`config.mk`:
```
export PLATFORM = sky130hd
export DESIGN_NAME = pipeline_fd
export DESIGN_NICKNAME = d
export VERILOG_FILES = /design/src/rtl/riscv_pkg.sv /design/src/rtl/flopenrc.sv /design/src/rtl/pipeline_fd.sv
export SDC_FILE = /design/constraint.sdc
export NUM_CORES = 1
export LEC_CHECK = 0
export ABC_AREA = 1
export BUFFER_PORTS_ARGS = -buffer_cell sky130_fd_sc_hd__clkbuf_2
export CAP_MARGIN = 20
export CORE_MARGIN = 3
export CORE_UTILIZATION = 55
export CTS_CLUSTER_DIAMETER = 40
export DETAILED_ROUTE_END_ITERATION = 12
export GPL_TIMING_DRIVEN = 0
export PLACE_DENSITY = 0.81
export SYNTH_ARGS = -nofsm -noshare
export SYNTH_HDL_FRONTEND = slang
export SYNTH_SLANG_ARGS = --single-unit
```
`constraint.sdc`:
```
create_clock -name clk -period 3.7 [get_ports clk]
set_input_delay 0.74 -clock clk [delete_from_list [all_inputs] [get_ports clk]]
set_output_delay 0.74 -clock clk [all_outputs]
set_load 0.05 [all_outputs]
```
`src/rtl/riscv_pkg.sv`:
```
// Shared RISC-V pipeline definitions: datapath width, canonical NOP and the
// fetch/decode skid-buffer state encoding.
package riscv_pkg;

  localparam int DEFAULT_XLEN = 32;
  localparam logic [31:0] DEFAULT_NOP_INSTR = 32'h0000_0013;

  typedef enum logic [1:0] {
    EMPTY = 2'd0,
    ONE   = 2'd1,
    TWO   = 2'd2
  } fd_state_t;

endpackage

```
`src/rtl/flopenrc.sv`:
```
// Register with enable and synchronous clear; reset is synchronous active-low.
module flopenrc #(
  parameter int WIDTH = 32
) (
  input  logic             clk,
  input  logic             reset,
  input  logic             en,
  input  logic             clr,
  input  logic [WIDTH-1:0] d,
  output logic [WIDTH-1:0] q
);

  always_ff @(posedge clk) begin
    if (!reset)   q <= '0;
    else if (clr) q <= '0;
    else if (en)  q <= d;
  end

endmodule

```
`src/rtl/pipeline_fd.sv`:
```
// Fetch-to-decode pipeline register with a one-entry skid buffer, so ReadyF
// depends only on registered state and never on StallD.
module pipeline_fd
  import riscv_pkg::*;
#(
  parameter int              XLEN      = DEFAULT_XLEN,
  parameter logic [XLEN-1:0] NOP_INSTR = XLEN'(DEFAULT_NOP_INSTR)
) (
  input  logic            clk,
  input  logic            reset,
  input  logic [XLEN-1:0] InstrF,
  input  logic [XLEN-1:0] PCF,
  input  logic [XLEN-1:0] PCPlus4F,
  input  logic            ValidF,
  output logic            ReadyF,
  input  logic            StallD,
  input  logic            FlushD,
  output logic [XLEN-1:0] InstrD,
  output logic [XLEN-1:0] PCD,
  output logic [XLEN-1:0] PCPlus4D,
  output logic            ValidD
);

  fd_state_t state;
  fd_state_t state_next;

  logic            accept;
  logic            release_main;
  logic            main_en;
  logic            skid_en;
  logic            from_skid;
  logic [XLEN-1:0] main_instr;
  logic [XLEN-1:0] skid_instr;
  logic [XLEN-1:0] skid_pc;
  logic [XLEN-1:0] skid_pc4;
  logic [XLEN-1:0] main_instr_d;
  logic [XLEN-1:0] main_pc_d;
  logic [XLEN-1:0] main_pc4_d;

  assign ReadyF       = (state != TWO);
  assign ValidD       = (state != EMPTY);
  assign accept       = ValidF && ReadyF;
  assign release_main = ValidD && !StallD;

  always_comb begin
    state_next = state;
    main_en    = 1'b0;
    skid_en    = 1'b0;
    from_skid  = 1'b0;
    if (FlushD) begin
      state_next = EMPTY;
    end else begin
      case (state)
        EMPTY: begin
          if (accept) begin
            state_next = ONE;
            main_en    = 1'b1;
          end
        end
        ONE: begin
          if (accept && release_main) begin
            main_en = 1'b1;
          end else if (accept) begin
            state_next = TWO;
            skid_en    = 1'b1;
          end else if (release_main) begin
            state_next = EMPTY;
          end
        end
        TWO: begin
          if (release_main) begin
            state_next = ONE;
            main_en    = 1'b1;
            from_skid  = 1'b1;
          end
        end
        default: state_next = EMPTY;
      endcase
    end
  end

  always_ff @(posedge clk) begin
    if (!reset) state <= EMPTY;
    else        state <= state_next;
  end

  assign main_instr_d = from_skid ? skid_instr : InstrF;
  assign main_pc_d    = from_skid ? skid_pc    : PCF;
  assign main_pc4_d   = from_skid ? skid_pc4   : PCPlus4F;

  // Main entry is not cleared on flush so PCD/PCPlus4D keep their last values.
  flopenrc #(.WIDTH(XLEN)) u_main_instr (
    .clk(clk), .reset(reset), .en(main_en), .clr(1'b0), .d(main_instr_d), .q(main_instr)
  );
  flopenrc #(.WIDTH(XLEN)) u_main_pc (
    .clk(clk), .reset(reset), .en(main_en), .clr(1'b0), .d(main_pc_d), .q(PCD)
  );
  flopenrc #(.WIDTH(XLEN)) u_main_pc4 (
    .clk(clk), .reset(reset), .en(main_en), .clr(1'b0), .d(main_pc4_d), .q(PCPlus4D)
  );

  flopenrc #(.WIDTH(XLEN)) u_skid_instr (
    .clk(clk), .reset(reset), .en(skid_en), .clr(FlushD), .d(InstrF), .q(skid_instr)
  );
  flopenrc #(.WIDTH(XLEN)) u_skid_pc (
    .clk(clk), .reset(reset), .en(skid_en), .clr(FlushD), .d(PCF), .q(skid_pc)
  );
  flopenrc #(.WIDTH(XLEN)) u_skid_pc4 (
    .clk(clk), .reset(reset), .en(skid_en), .clr(FlushD), .d(PCPlus4F), .q(skid_pc4)
  );

  assign InstrD = ValidD ? main_instr : NOP_INSTR;

endmodule

```
# After elaboration in Yosys (flattened, before gate mapping)
# Cells that the tools add are included.
dict set report totals {
  regBits 194
  input_bits 101
  out_inout_bits 98
}
dict set report classes {
  n_reduce_logical 8
  n_eq_ne 7
  n_mux 20
  n_bitwise 1
}
# cell n
set op_table {}
lappend op_table {{32-bit two-way mux} 4}
lappend op_table {{2-bit two-way mux} 5}
lappend op_table {{1-bit two-way mux} 9}
lappend op_table {{2-bit != test, second input constant} 4}
lappend op_table {{2-bit one-hot mux with 3 select lines} 1}
lappend op_table {{4-bit AND reduction} 1}
lappend op_table {{1-bit logical AND} 3}
lappend op_table {{3-bit != test, second input constant} 1}
lappend op_table {{1-bit one-hot mux with 3 select lines} 1}
lappend op_table {{2-bit by 1-bit == test with 1-bit output, second input constant} 1}
lappend op_table {{2-bit == test, second input constant} 1}
lappend op_table {{2-bit zero test} 1}
lappend op_table {{2-bit nonzero test} 1}
lappend op_table {{2-bit OR reduction} 1}
lappend op_table {{1-bit zero test} 1}
lappend op_table {{1-bit inverter} 1}

# Longest topological paths before layout
dict set report logic_depth {
  depth_word 6
  depth_mapped 11
  mapped_depth_nobuf 9
}

# Modules after synthesis
# From an unflattened synthesis, not the netlist that was laid out.
dict set report unflattened {
  hier_cells 1249
  hier_area_um2 9587.9
}
# module instances area_per_inst_um2 cells_each
set by_module_without_submodules {}
lappend by_module_without_submodules {flopenrc 6 1236.2 141}
lappend by_module_without_submodules {pipeline_fd 1 2170.8 403}

# Worst setup path after synthesis
# Ideal clock, no wire load.
dict set report synth_timing {
  path_type {register to output}
  from {register state[0]}
  to {output port InstrD[20]}
  arrival_ns 1.390
  required_time_ns 2.960
  stages_incl_launch_ff 5
  path_slack_ns 1.570
  n_path_buf 2
  path_cell_list {dfxtp_1 > buf_2 > nor2_2 > clkbuf_1 > nor2_1}
}
dict set report synth_via {
  elab_chain_len 2
}
# item line_no
set synth_rtl {}
lappend synth_rtl {{start: declaration} pipeline_fd.sv:24} ;# fd_state_t state;
lappend synth_rtl {{start signal: assignment} pipeline_fd.sv:84} ;# else state <= state_next;
lappend synth_rtl {{2-bit nonzero test} pipeline_fd.sv:41} ;# assign ValidD = (state != EMPTY);
lappend synth_rtl {{32-bit two-way mux} pipeline_fd.sv:112} ;# assign InstrD = ValidD ? main_instr : NOP_INSTR;
lappend synth_rtl {{end: declaration} pipeline_fd.sv:18} ;# output logic [XLEN-1:0] InstrD,
# No other way between the ends.

# Worst setup path after layout
dict set report layout_timing {
  from {register state[0]}
  to {output port InstrD[31]}
}
# The elaborated chain is that of the path after synthesis.

==> impl_metrics.csv <==
group,metric,value,unit
run_status,status,"completed",
synthesis,synth_nets,1555,
placement,io_buffers,197,
synthesis,synth_cell_types,20,
timing,post-route-period-util,76.7,%
timing,worstMarginPinSlew,1.05,ns
floorplan,io_pins,199,
worst_setup_path,critPathLaunchType,"flip-flop",
floorplan,start_util,57.1,%
clock_network,tritoncts,"built",
cells_and_area,layout-drive-gt1-share,17.2,%
synthesis,synth_area_leaders,"dfxtp_1, nor2_1, nand2_1",
worst_setup_path,worstPathArrival,2.10,ns
timing,finClkSkew,0.00845,ns
clock_network,clkSinkCount,194,
timing,drv_slew,0,
floorplan,core_area,0.0162,mm^2
detailed_routing,first_pass_iters,7,
global_routing,grt_max_degree,17,
synthesis,ys_ff_latch,194,
global_routing,grt-ovfl-total,0,
synthesis,ys_seq_area_share,42.1,%
placement,hpwl,18.4,mm
timing,setup_violations,0,
worst_hold_path,min_path_type,"reg2reg",
clock_network,cts_resized,0,
timing,min_period,2.84,ns
detailed_routing,vias,9693,
power_and_ir_drop,p_leak,5.64,nW
power_and_ir_drop,p_per_area,444,mW/mm^2
synthesis,synth_area,0.00923,mm^2
cells_and_area,final_common_cell,"nor2_1",
timing,finalSetupTns,0,ns
detailed_routing,antenna_left,0,
worst_setup_path,cp.required,2.96,ns
detailed_routing,first_iter_violations,806,
clock_network,cts_buffers,17,
cells_and_area,area_delta_synth_final,20.2,%
clock_network,cts_root_buffer,"clkbuf_16",
worst_setup_path,end_kind,"primary output",
synthesis,syn_avg_cell_area,6.35,um^2
cells_and_area,final_cell_mix,"nor2_1, nand2_1, clkbuf_2",
global_routing,grt_usage,27.9,%
synthesis,ys_warn_count,0,
run,drv_cap,0,
cells_and_area,nets,1771,
clock_network,post_cts_buffers,0,
timing,hold_violations,0,
clock_network,clk_pin_slew,0.07,ns
global_routing,grt_pass1_wl,41.6,mm
placement,dp.cells,1867,
timing,max_freq,0.352,GHz
global_routing,antenna_found_initial,3,
power_and_ir_drop,peakVddDrop,0.310,mV
timing,slew_headroom,30.1,%
worst_setup_path,cp_cell_sequence,"buf_2, nor2_2, clkbuf_1, nor2_1, clkbuf_2",
detailed_routing,drt-vias-per-instance,5.10,
detailed_routing,wl,26.0,mm
floorplan,die_w,136,um
cells_and_area,fin_cells,1901,
worst_setup_path,cp_max_fo,10,
worst_setup_path,critical-path-max-stage-delay,0.46,ns
detailed_routing,avgRoutedWirePerCell,13.7,um
synthesis,synth_top_area_share,42.1,%
floorplan,die-area,0.0184,mm^2
placement,place.gp.congestion,0.832,
synthesis,synth_cells,1454,
clock_network,cts_buffer_depth,2,
detailed_routing,post-route-drc-count,0,
synthesis,synth_top_area_cell,"dfxtp_1",
clock_network,htree_levels,4,
floorplan,row_count,46,
worst_setup_path,critPathKind,"reg2out",
clock_network,clkLatencyLatePin,0.44,ns
floorplan,die_height,136,um
clock_network,postCtsHoldBufs,0,
timing,rsz0062_at_grt,"false",
cells_and_area,fillers,1483,
worst_setup_path,cp_slowest_cell,"clkbuf_1",
global_routing,grt_pass1_vias,8700,
-- area by class of cell --
type | instances | area (um^2) | area share, %
Buffer | 115 | 520 | 4.69
Multi-Input combinational cell | 1011 | 4320 | 39.0
Inverter | 134 | 503 | 4.53
Timing Repair Buffer | 197 | 986 | 8.89
Tap cell | 216 | 270 | 2.44
Antenna cell | 2 | 5.00 | 0.0451
Sequential cell | 194 | 3880 | 35.0
Clock buffer | 19 | 443 | 3.99
Clock inverter | 13 | 161 | 1.45
-- report_power, final --
part	internal, W	switching [W]	total, W
combinational	0.000230	0.000572	0.000803
sequential	0.00217	0.0000449	0.00222
clock	0.00108	0.000819	0.00190
total	0.00349	0.00144	0.00492
-- logic make-up (layout without fill, tap and decap cells) --
group / after synthesis / count (layout) / share of synthesized area, %
and+or+nand+nor: 816 / 816 / 36.2
buffers and inverters: 249 / 478 / 11.1
AOI/OAI and AO/OA: 195 / 195 / 10.6
DFF: 194 / 194 / 42.1
other: 0 / 2 / 0
-- registers in the layout, summed over array words and instances (netlist names) --
register        flops
state               2
u_main_instr.q     32
u_main_pc.q        32
u_main_pc4.q       32
u_skid_instr.q     32
u_skid_pc.q        32
u_skid_pc4.q       32
-- synth_stat cells --
cell      instances
o21ai_0          66
a21oi_1          97
inv_1           128
inv_2             6
nor2_4            2
nand2_2           2
a211oi_1          2
clkbuf_1         59
buf_1             9
dfxtp_1         194
nor2_2            2
nand4_1           1
nor2_1          319
buf_4            12
buf_2            35
or2_2             3
o21ai_1          30
nor3_1            2
nand3_1         193
nand2_1         292
-- routing by layer --
metal | wire length (um) | vias up | track usage (%) | share of wire, %
li1 | - | 4989 | - | -
met1 | 11300 | 4292 | 36.7 | 43
met2 | 11900 | 360 | 44.9 | 46
met3 | 2210 | 50 | 6.72 | 8.5
met4 | 654 | 2 | 9.74 | 2.5
met5 | 13 | - | 0 | 0.050
-- worst max-delay path: cells and delay by family (launching register included) --
kind	cells	cell delay (ns)
buf+inv	3	0.88
simple gates	2	0.50
flops	1	0.30
-- per-stage QoR --
step                      hold slack, ns  utilization [%]  cell area (um^2)  worst slack, ns  power, W
after global routing               0.496             68.6             11100            0.733   0.00511
after detailed placement           0.467             64.8             10500             1.23   0.00306
final                              0.480             68.6             11100            0.861   0.00492
after global placement             0.457             64.8             10500             1.27   0.00305
after floorplan                    0.444                -              9230             1.57   0.00283
after CTS                          0.484             68.6             11100            0.852   0.00493
-- final timing paths --
kind | cells after the start | startpoint | end | slack (ns)
max | 5 | state[0] | InstrD[31] | 0.86
min | 2 | u_main_instr.q[17] | u_main_instr.q[17] | 0.48
max reg2reg | 9 | state[0] | u_main_instr.q[9] | 1.75
min reg2reg | 2 | u_main_instr.q[17] | u_main_instr.q[17] | 0.48
No activity file was read; power rests on OpenSTA's default activity.
